[config.mk]
export PLATFORM = sky130hd
export DESIGN_NAME = uart_rx
export DESIGN_NICKNAME = d
export VERILOG_FILES = /design/src/rtl/uart_rx.sv
export SDC_FILE = /design/constraint.sdc
export NUM_CORES = 1
export LEC_CHECK = 0
export CAP_MARGIN = 20
export CORE_MARGIN = 5
export CORE_UTILIZATION = 60
export CTS_BUF_LIST = sky130_fd_sc_hd__clkbuf_4 sky130_fd_sc_hd__clkbuf_8
export DETAILED_ROUTE_END_ITERATION = 8
export PLACE_DENSITY = 0.89
export SLEW_MARGIN = 20
export SYNTH_ARGS = -nofsm -noshare
export SYNTH_HDL_FRONTEND = slang
export SYNTH_SLANG_ARGS = --single-unit
[constraint.sdc]
create_clock -name clk -period 4.8 [get_ports clk]
set_input_delay 0.48 -clock clk [delete_from_list [all_inputs] [get_ports clk]]
set_output_delay 0.48 -clock clk [all_outputs]
set_load 0.02 [all_outputs]
[src/rtl/uart_rx.sv]
// UART receive stage: 2-flop synchronizer, oversampled mid-bit sampling, valid/ready byte output.
// Optional even parity bit between data and stop when UART_RX_PARITY_EN is defined.
module uart_rx #(
    parameter int CLOCK_FREQUENCY = 50000000,
    parameter int BAUD_RATE       = 115200,
    parameter int OVERSAMPLE      = 16,
    parameter int DATA_BITS       = 8
) (
    input  logic                 clk,
    input  logic                 rst_n,
    input  logic                 rx,
    output logic [DATA_BITS-1:0] data,
    output logic                 data_valid,
    input  logic                 data_ready,
    output logic                 busy,
    output logic                 frame_err,
    output logic                 overrun,
    output logic                 parity_err
);

    localparam int DIV_RAW = CLOCK_FREQUENCY / (BAUD_RATE * OVERSAMPLE);
    localparam int DIV     = (DIV_RAW < 1) ? 1 : DIV_RAW;
    localparam int DIV_W   = (DIV > 1) ? $clog2(DIV) : 1;
    localparam int SAMP_W  = $clog2(OVERSAMPLE);
    localparam int BIT_W   = $clog2(DATA_BITS);

    typedef enum logic [2:0] {
        IDLE   = 3'd0,
        START  = 3'd1,
        DATA   = 3'd2,
`ifdef UART_RX_PARITY_EN
        PARITY = 3'd3,
`endif
        STOP   = 3'd4,
        BREAK  = 3'd5
    } state_e;

    state_e                 state_q, state_d;
    logic                   sync_meta_q;
    logic                   rxs_q;
    logic [DIV_W-1:0]       div_cnt_q, div_cnt_d;
    logic [SAMP_W-1:0]      samp_cnt_q, samp_cnt_d;
    logic [BIT_W-1:0]       bit_idx_q, bit_idx_d;
    logic [DATA_BITS-1:0]   shift_q, shift_d;
    logic                   dlv_q, dlv_d;
    logic [DATA_BITS-1:0]   data_q, data_d;
    logic                   data_valid_q, data_valid_d;
    logic                   frame_err_q, frame_err_d;
    logic                   overrun_q, overrun_d;
`ifdef UART_RX_PARITY_EN
    logic                   par_bad_q, par_bad_d;
    logic                   parity_err_q, parity_err_d;
`endif

    logic tick;
    logic mid_start;
    logic mid_bit;

    assign tick      = (div_cnt_q == DIV_W'(DIV - 1));
    assign mid_start = tick && (samp_cnt_q == SAMP_W'(OVERSAMPLE / 2 - 1));
    assign mid_bit   = tick && (samp_cnt_q == SAMP_W'(OVERSAMPLE - 1));

    always_ff @(posedge clk or negedge rst_n) begin
        // NOTE: non-blocking assignments here so every flop samples the values from before the edge.
        if (!rst_n) begin
            sync_meta_q  <= 1'b1;
            rxs_q        <= 1'b1;
            state_q      <= IDLE;
            div_cnt_q    <= '0;
            samp_cnt_q   <= '0;
            bit_idx_q    <= '0;
            shift_q      <= '0;
            dlv_q        <= 1'b0;
            data_q       <= '0;
            data_valid_q <= 1'b0;
            frame_err_q  <= 1'b0;
            overrun_q    <= 1'b0;
`ifdef UART_RX_PARITY_EN
            par_bad_q    <= 1'b0;
            parity_err_q <= 1'b0;
`endif
        end else begin
            sync_meta_q  <= rx;
            rxs_q        <= sync_meta_q;
            state_q      <= state_d;
            div_cnt_q    <= div_cnt_d;
            samp_cnt_q   <= samp_cnt_d;
            bit_idx_q    <= bit_idx_d;
            shift_q      <= shift_d;
            dlv_q        <= dlv_d;
            data_q       <= data_d;
            data_valid_q <= data_valid_d;
            frame_err_q  <= frame_err_d;
            overrun_q    <= overrun_d;
`ifdef UART_RX_PARITY_EN
            par_bad_q    <= par_bad_d;
            parity_err_q <= parity_err_d;
`endif
        end
    end

    always_comb begin
        // NOTE: every _d takes a default before any branch, so no path can infer a latch.
        state_d      = state_q;
        div_cnt_d    = tick ? '0 : div_cnt_q + 1'b1;
        samp_cnt_d   = tick ? samp_cnt_q + 1'b1 : samp_cnt_q;
        bit_idx_d    = bit_idx_q;
        shift_d      = shift_q;
        dlv_d        = 1'b0;
        data_d       = data_q;
        data_valid_d = data_valid_q;
        frame_err_d  = 1'b0;
        overrun_d    = 1'b0;
`ifdef UART_RX_PARITY_EN
        par_bad_d    = par_bad_q;
        parity_err_d = 1'b0;
`endif

        if (data_valid_q && data_ready) begin
            data_valid_d = 1'b0;
        end

        // A pending byte from the previous stop sample; a same-cycle consume frees the slot.
        if (dlv_q) begin
`ifdef UART_RX_PARITY_EN
            if (par_bad_q) begin
                parity_err_d = 1'b1;
            end else
`endif
            if (data_valid_q && !data_ready) begin
                overrun_d = 1'b1;
            end else begin
                data_d       = shift_q;
                data_valid_d = 1'b1;
            end
        end

        unique case (state_q)
            IDLE: begin
                if (!rxs_q) begin
                    state_d    = START;
                    div_cnt_d  = '0;
                    samp_cnt_d = '0;
                    bit_idx_d  = '0;
`ifdef UART_RX_PARITY_EN
                    par_bad_d  = 1'b0;
`endif
                end
            end
            START: begin
                if (mid_start) begin
                    samp_cnt_d = '0;
                    bit_idx_d  = '0;
                    state_d    = rxs_q ? IDLE : DATA;
                end
            end
            DATA: begin
                if (mid_bit) begin
                    samp_cnt_d = '0;
                    shift_d    = {rxs_q, shift_q[DATA_BITS-1:1]};
                    bit_idx_d  = bit_idx_q + 1'b1;
                    if (bit_idx_q == BIT_W'(DATA_BITS - 1)) begin
`ifdef UART_RX_PARITY_EN
                        state_d = PARITY;
`else
                        state_d = STOP;
`endif
                    end
                end
            end
`ifdef UART_RX_PARITY_EN
            PARITY: begin
                if (mid_bit) begin
                    samp_cnt_d = '0;
                    par_bad_d  = (^shift_q) ^ rxs_q;
                    state_d    = STOP;
                end
            end
`endif
            STOP: begin
                if (mid_bit) begin
                    samp_cnt_d = '0;
                    if (!rxs_q) begin
                        frame_err_d = 1'b1;
                        state_d     = BREAK;
                    end else begin
                        dlv_d   = 1'b1;
                        state_d = IDLE;
                    end
                end
            end
            BREAK: begin
                if (rxs_q) begin
                    state_d = IDLE;
                end
            end
            default: state_d = IDLE;
        endcase
    end

    assign data       = data_q;
    assign data_valid = data_valid_q;
    assign busy       = (state_q != IDLE);
    assign frame_err  = frame_err_q;
    assign overrun    = overrun_q;
`ifdef UART_RX_PARITY_EN
    assign parity_err = parity_err_q;
`else
    assign parity_err = 1'b0;
`endif

endmodule

==> metrics.yaml, run 1 <==
outcome: "finished clean"
synth_area_leader_cell: "dfrtp_1"
cts_max_level: 2
syn_inst: 128
worstHoldPathCells: 0
ios: 17
antenna_cells: 0
setup_viol: 0
start_kind: "flip-flop"
rows: 19
end_kind: "flip-flop"
synth_top_area_share_pct: 53.31
maxCapViolations: 0
pwr-share-seq_pct: 64.8
nFillCells: 197
criticalPathCategory: "flip-flop to flip-flop"
synth_edf_count: 0
ys_types: 34
core-area_um2: 2686
grt_pass1_vias: 1050
via_count: 1002
worstPathRequired_ps: 5040
cts_tree: "yes"
cts_setup_buffers: 0
swShare_pct: 22.10
layout-drive-gt1-share_pct: 20.95
antenna_left: 0
drtIter0Drc: 40
period_share_pct: 47.90
grt_usage_pct: 16.00
p_per_area_nw_per_um2: 260.8
start_util_pct: 61.16
clock-sinks: 37
yosysSeqAreaShare_pct: 56.51
grt_max_degree: 38
synth_flop_cell: "dfrtp_1"
firstDrtPassIters: 5
synth.area.top_cells: "dfrtp_1, mux2_4, mux2_2"
hpwl_um: 1917
critPathArrivalTime_ps: 2540
drc: 0
die-area_um2: 3884
m1WireLength_um: 1091
worst_pin_slew_ps: 605.3
synth-async-reset-ratio_pct: 100.0
hold_ws_ps: 363.2
cp_slowest_cell: "nand4_1"
clockBufferDepth: 2
clk_pin_slew_ps: 100
power_frac_clock_pct: 33.2
postCtsResizedCells: 0
worstPathMaxFanout: 11
route.met2.wl_um: 1392
routed_via_density: 5.598
numCtsBuffers: 5
relSlewSlack_pct: 59.53
power_switching_mw: 0.1070
gp_congestion: 0.8680
finalSetupTns_ps: 0
wl_met3_um: 116
report.final.hold_viol_count: 0
min-delay-path-class: "flip-flop to flip-flop"
ys_ff_latch: 37
area_growth_pct: 13.02
crit_chain: "inv_1 -> ha_1 -> and4b_1 -> nand4_1 -> mux2_4"
fin_ws_ps: 2501
finalNetCount: 157
postCtsHoldBufs: 0
overflow: 0
grt_pass1_wl_um: 4830
p_int_mw: 0.3773
r2r_cells: 5
comb_power_share_pct: 2.0
syn_nets: 138
antenna_found_initial: 0
final_cell_mix: "dfrtp_1, clkdlybuf4s50_1, nor2_1, mux2_2"
drv_slew: 0
finClkSkew_ps: 3.986
p_leak_nw: 0.9288
layout_commonest_cell: "dfrtp_1"
period_minus_slack_ps: 2299
synth_area_per_cell_um2: 12.83
fmax_mhz: 434.9
chipWidth_um: 62.33
netlist_area_um2: 1643
pre_cts_ws_ps: 2512
totalWireLength_um: 2682
wl_per_cell_um: 14.98
yosysWarnings: 0
fp.dieH_um: 62.33
io_buffers: 15
clkLatencyLatePin_ps: 340
clockRootBuffer: "clkbuf_4"
vdd_ir_drop_max_mv: 0.2476
rsz0062_at_grt: "no"
top_layer_used: "met4"
critPathMaxStageDelay_ps: 590
-- registers in the layout (all words and copies together), names as in the netlist, 3 cells and up --
name,cells
bit_idx_q,3
data,8
div_cnt_q,5
samp_cnt_q,4
shift_q,8
state_q,3
-- through the flow --
step	std cells	util, %	cell area (um^2)	power, mW
after floorplan	128	-	1643	0.3218
after global placement	171	67.07	1802	0.3300
after detailed placement	171	67.07	1802	0.3303
after CTS	179	69.12	1857	0.4913
after global routing	179	69.12	1857	0.5094
final	179	69.12	1857	0.4843
-- path summary, 6_finish.rpt --
| kind | endpoint | slack [ps] | from |
|---|---|---|---|
| setup / recovery | shift_q[2] | 2500 | div_cnt_q[0] |
| hold / removal | rxs_q | 360 | sync_meta_q |
| setup reg to reg | shift_q[2] | 2500 | div_cnt_q[0] |
| hold reg to reg | rxs_q | 360 | sync_meta_q |
| max in group asynchronous | rxs_q | 3920 | rst_n |
| min in group asynchronous | data_valid | 520 | rst_n |
-- area by class of cell --
class	count	area [um^2]	area share [%]
flip-flops and latches	37	928.4	50.00
multi-input cells	80	650.6	35.04
repair buffers	16	157.7	8.491
clock buffers	6	45.04	2.426
well taps	31	38.79	2.089
inverters	7	26.28	1.415
clock inverters	2	10.01	0.5391
-- logic make-up after synthesis --
family,Yosys count,synth area share (%)
mux,17,13.18
buf+inv,11,3.884
simple gates,38,12.87
other cells,1,0.2283
xor+xnor,6,3.199
compound gates,12,5.560
fa+ha+maj,6,4.570
flops,37,56.51
-- power groups by stage --
stage	Sequential, mW	Clock, mW	Combinational (mW)
final	0.314	0.161	0.00980
after global routing	0.314	0.184	0.0117
after CTS	0.314	0.167	0.0104
after detailed placement	0.320	0	0.0104
after global placement	0.320	0	0.0101
after floorplan	0.320	0	0.00195
-- cells in the mapped netlist (3+ instances only) --
cell type	number
mux2_4	7
nor3b_1	4
o21ai_0	3
xor2_1	4
mux2_2	9
inv_1	7
nand4_1	3
nand2_1	6
ha_1	6
nor2_1	12
dfrtp_1	35
nand3_1	4
-- worst max-delay path: cells and delay by family, from the launching register on --
family	cells	cell delay, ps
buffers and inverters	1	80
and+or+nand+nor	2	1050
adders and majority gates	1	140
muxes	1	490
DFF	1	430
-- per-layer routing --
| layer | vias to the layer above | GRT usage (%) |
|---|---|---|
| met4 | 0 | 11.41 |
| met1 | 498 | 17.91 |
| met3 | 8 | 4.685 |
| li1 | 476 | - |
| met2 | 20 | 25.78 |
| met5 | - | 0 |
No activity file was read; power rests on OpenSTA's default activity.
==> inputs of run 2 (changes only) <==
--- a/config.mk
+++ b/config.mk
@@ -7,10 +7,10 @@
 export LEC_CHECK = 0
 export CAP_MARGIN = 20
 export CORE_MARGIN = 5
-export CORE_UTILIZATION = 60
+export CORE_UTILIZATION = 52
 export CTS_BUF_LIST = sky130_fd_sc_hd__clkbuf_4 sky130_fd_sc_hd__clkbuf_8
 export DETAILED_ROUTE_END_ITERATION = 8
-export PLACE_DENSITY = 0.89
+export PLACE_DENSITY = 0.82
 export SLEW_MARGIN = 20
 export SYNTH_ARGS = -nofsm -noshare
 export SYNTH_HDL_FRONTEND = slang
==> constraint.sdc (replaced) <==
create_clock -name clk -period 1.85 [get_ports clk]
set_input_delay 0.185 -clock clk [delete_from_list [all_inputs] [get_ports clk]]
set_output_delay 0.185 -clock clk [all_outputs]
set_load 0.02 [all_outputs]
==> run 2 against run 1 <==
Compared with the run above:
- critical path depth fell by 3
- worst setup slack got worse by 2400 ps
- combinational power rose to 2.6 times the previous value
- clock power rose to 2.5 times the previous value
- cell area rose by 2.4%
- largest cell class unchanged
- wire length rose by 0.67%
==> metrics.yaml, run 2 (synthesized netlist as in run 1, its figures left out) <==
p_per_area_nw_per_um2: 657.8  # +150%
outcome: "finished clean"
grt_pass1_vias: 1086  # +3.4%
placed_area_um2: 1846  # +2.4%
report.final.hold_viol_count: 0  # unchanged
grt_pass1_wl_um: 4836  # +0.12%
end_kind: "output pin"
grt_max_degree: 38  # unchanged
overflow: 0  # unchanged
period_minus_slack_ps: 1767
chipWidth_um: 66.21  # +6.2%
via_count: 1009  # +0.70%
clockRootBuffer: "clkbuf_4"
drtIter0Drc: 32  # -20%
multi_input_area_um2: 651.9  # +0.19%
fmax_mhz: 566.0
worstReg2RegStart: "div_cnt_q[0]"
p_leak_nw: 0.9421  # +1.4%
antenna_found_initial: 0  # unchanged
drv_slew: 0  # unchanged
core-area_um2: 3053  # +14%
finalNetCount: 159  # +1.3%
cts_tree: "yes"
rr_endpoint: "shift_q[5]"
firstDrtPassIters: 4  # -1
clk_pin_slew_ps: 110  # about the same
criticalPathCategory: "flip-flop to output pin"
start_util_pct: 53.81  # -7.3 points
cts_max_level: 2  # unchanged
final_cell_mix: "dfrtp_1, clkdlybuf4s50_1, nor2_1, mux2_2"
vdd_ir_drop_max_mv: 0.3576  # +44%
layout_commonest_cell: "dfrtp_1"
wl_per_cell_um: 13.92  # -7.1%
nFillCells: 266  # +35%
worstPathMaxFanout: 8  # -3
antenna_left: 0  # unchanged
io_buffers: 15  # unchanged
numCtsBuffers: 5  # unchanged
r2r_cells: 6  # +1
ios: 17  # unchanged
seq_area_um2: 928.4  # unchanged
fin_area_um2: 1901  # +2.4%
finalSetupTns_ps: 0  # unchanged
start_kind: "flip-flop"
rsz0062_at_grt: "no"
finClkSkew_ps: 9.129  # +5.143 ps
fp.dieH_um: 66.21  # +6.2%
rrSetupSlack_ps: 140  # -2360 ps
rows: 20  # +1
grt_usage_pct: 14.81  # -1.2 points
worstPathRequired_ps: 1660  # -3380 ps
post-route-util_pct: 62.25  # -6.9 points
antenna_cells: 0  # unchanged
maxCapViolations: 0  # unchanged
clock-sinks: 37  # unchanged
postCtsHoldBufs: 0  # unchanged
clockBufferDepth: 2  # unchanged
critPathArrivalTime_ps: 1580  # -960 ps
min-delay-path-class: "input port to asynchronous set/reset pin"
period_share_pct: 95.51
clkLatencyLatePin_ps: 340  # about the same
area_growth_pct: 15.69
drc: 0  # unchanged
routed_via_density: 5.201  # -7.1%
setup_viol: 0  # unchanged
gp_congestion: 0.7529  # -13%
totalWireLength_um: 2700  # +0.67%
layout-drive-gt1-share_pct: 22.67  # +1.7 points
die-area_um2: 4383  # +13%
hpwl_um: 2007  # +4.7%
run 2: cell types whose count changed in the layout (fill, tap and decap cells not counted), sizes merged:
cell           before  now
buf                 1    3
clkdlybuf4s50      15   14
dlygate4sd2         0    1
run 2: per-layer routing:
layer / routed length (um) / global-route usage, % / up-vias
met5: 0 / 0 / -
met4: 53 / 7.868 / 0
met3: 123 / 4.762 / 7
met2: 1421 / 25.03 / 20
met1: 1102 / 16.39 / 500
li1: - / - / 482
run 2: cell type report:
class	instances	area share (%)
Timing Repair Buffer	18	9.677
Clock inverter	2	0.5267
Multi-Input combinational cell	80	34.30
Tap cell	44	2.897
Inverter	7	1.382
Sequential cell	37	48.85
Clock buffer	6	2.370
run 2: worst max-delay path by stage:
stage,slack (ps),startpoint,endpoint,cells past startpoint
4_1_cts,70,state_q[2],busy,2
2_1_floorplan,260,div_cnt_q[0],bit_idx_q[0],7
5_1_grt,0.2,state_q[2],busy,2
6_report,80,state_q[2],busy,2
3_5_place_dp,100,div_cnt_q[0],shift_q[5],6
3_3_place_gp,170,div_cnt_q[0],shift_q[6],6
run 2: what timing repair did:
item / in CTS / in global routing
buffers inserted: 0 / 0
endpoints found under the setup margin: 1 / 6
gates resized for setup: 1 / 1
run 2: through the flow:
| step | setup slack (ps) | power (mW) | std cells | hold WS [ps] |
|---|---|---|---|---|
| after floorplan | 255.8 | 0.8350 | 128 | -110.6 |
| after global placement | 169.8 | 0.8566 | 186 | 345.9 |
| after detailed placement | 101.4 | 0.8575 | 186 | 347.2 |
| after CTS | 72.16 | 1.269 | 194 | 236.6 |
| after global routing | 0.2277 | 1.311 | 194 | 232.2 |
| final | 83.09 | 1.250 | 194 | 246.8 |
run 2: power by group:
part / internal [mW] / switching (mW) / leakage [nW]
logic: 0.00730 / 0.0185 / 0.421
clock network: 0.159 / 0.251 / 0.0354
registers: 0.812 / 0.00216 / 0.485
total: 0.979 / 0.271 / 0.942
run 2: worst max-delay path: stages (launching register included):
cell and delay (ps):
dfrtp_1 470, or3_1 430, dlygate4sd2_1 340
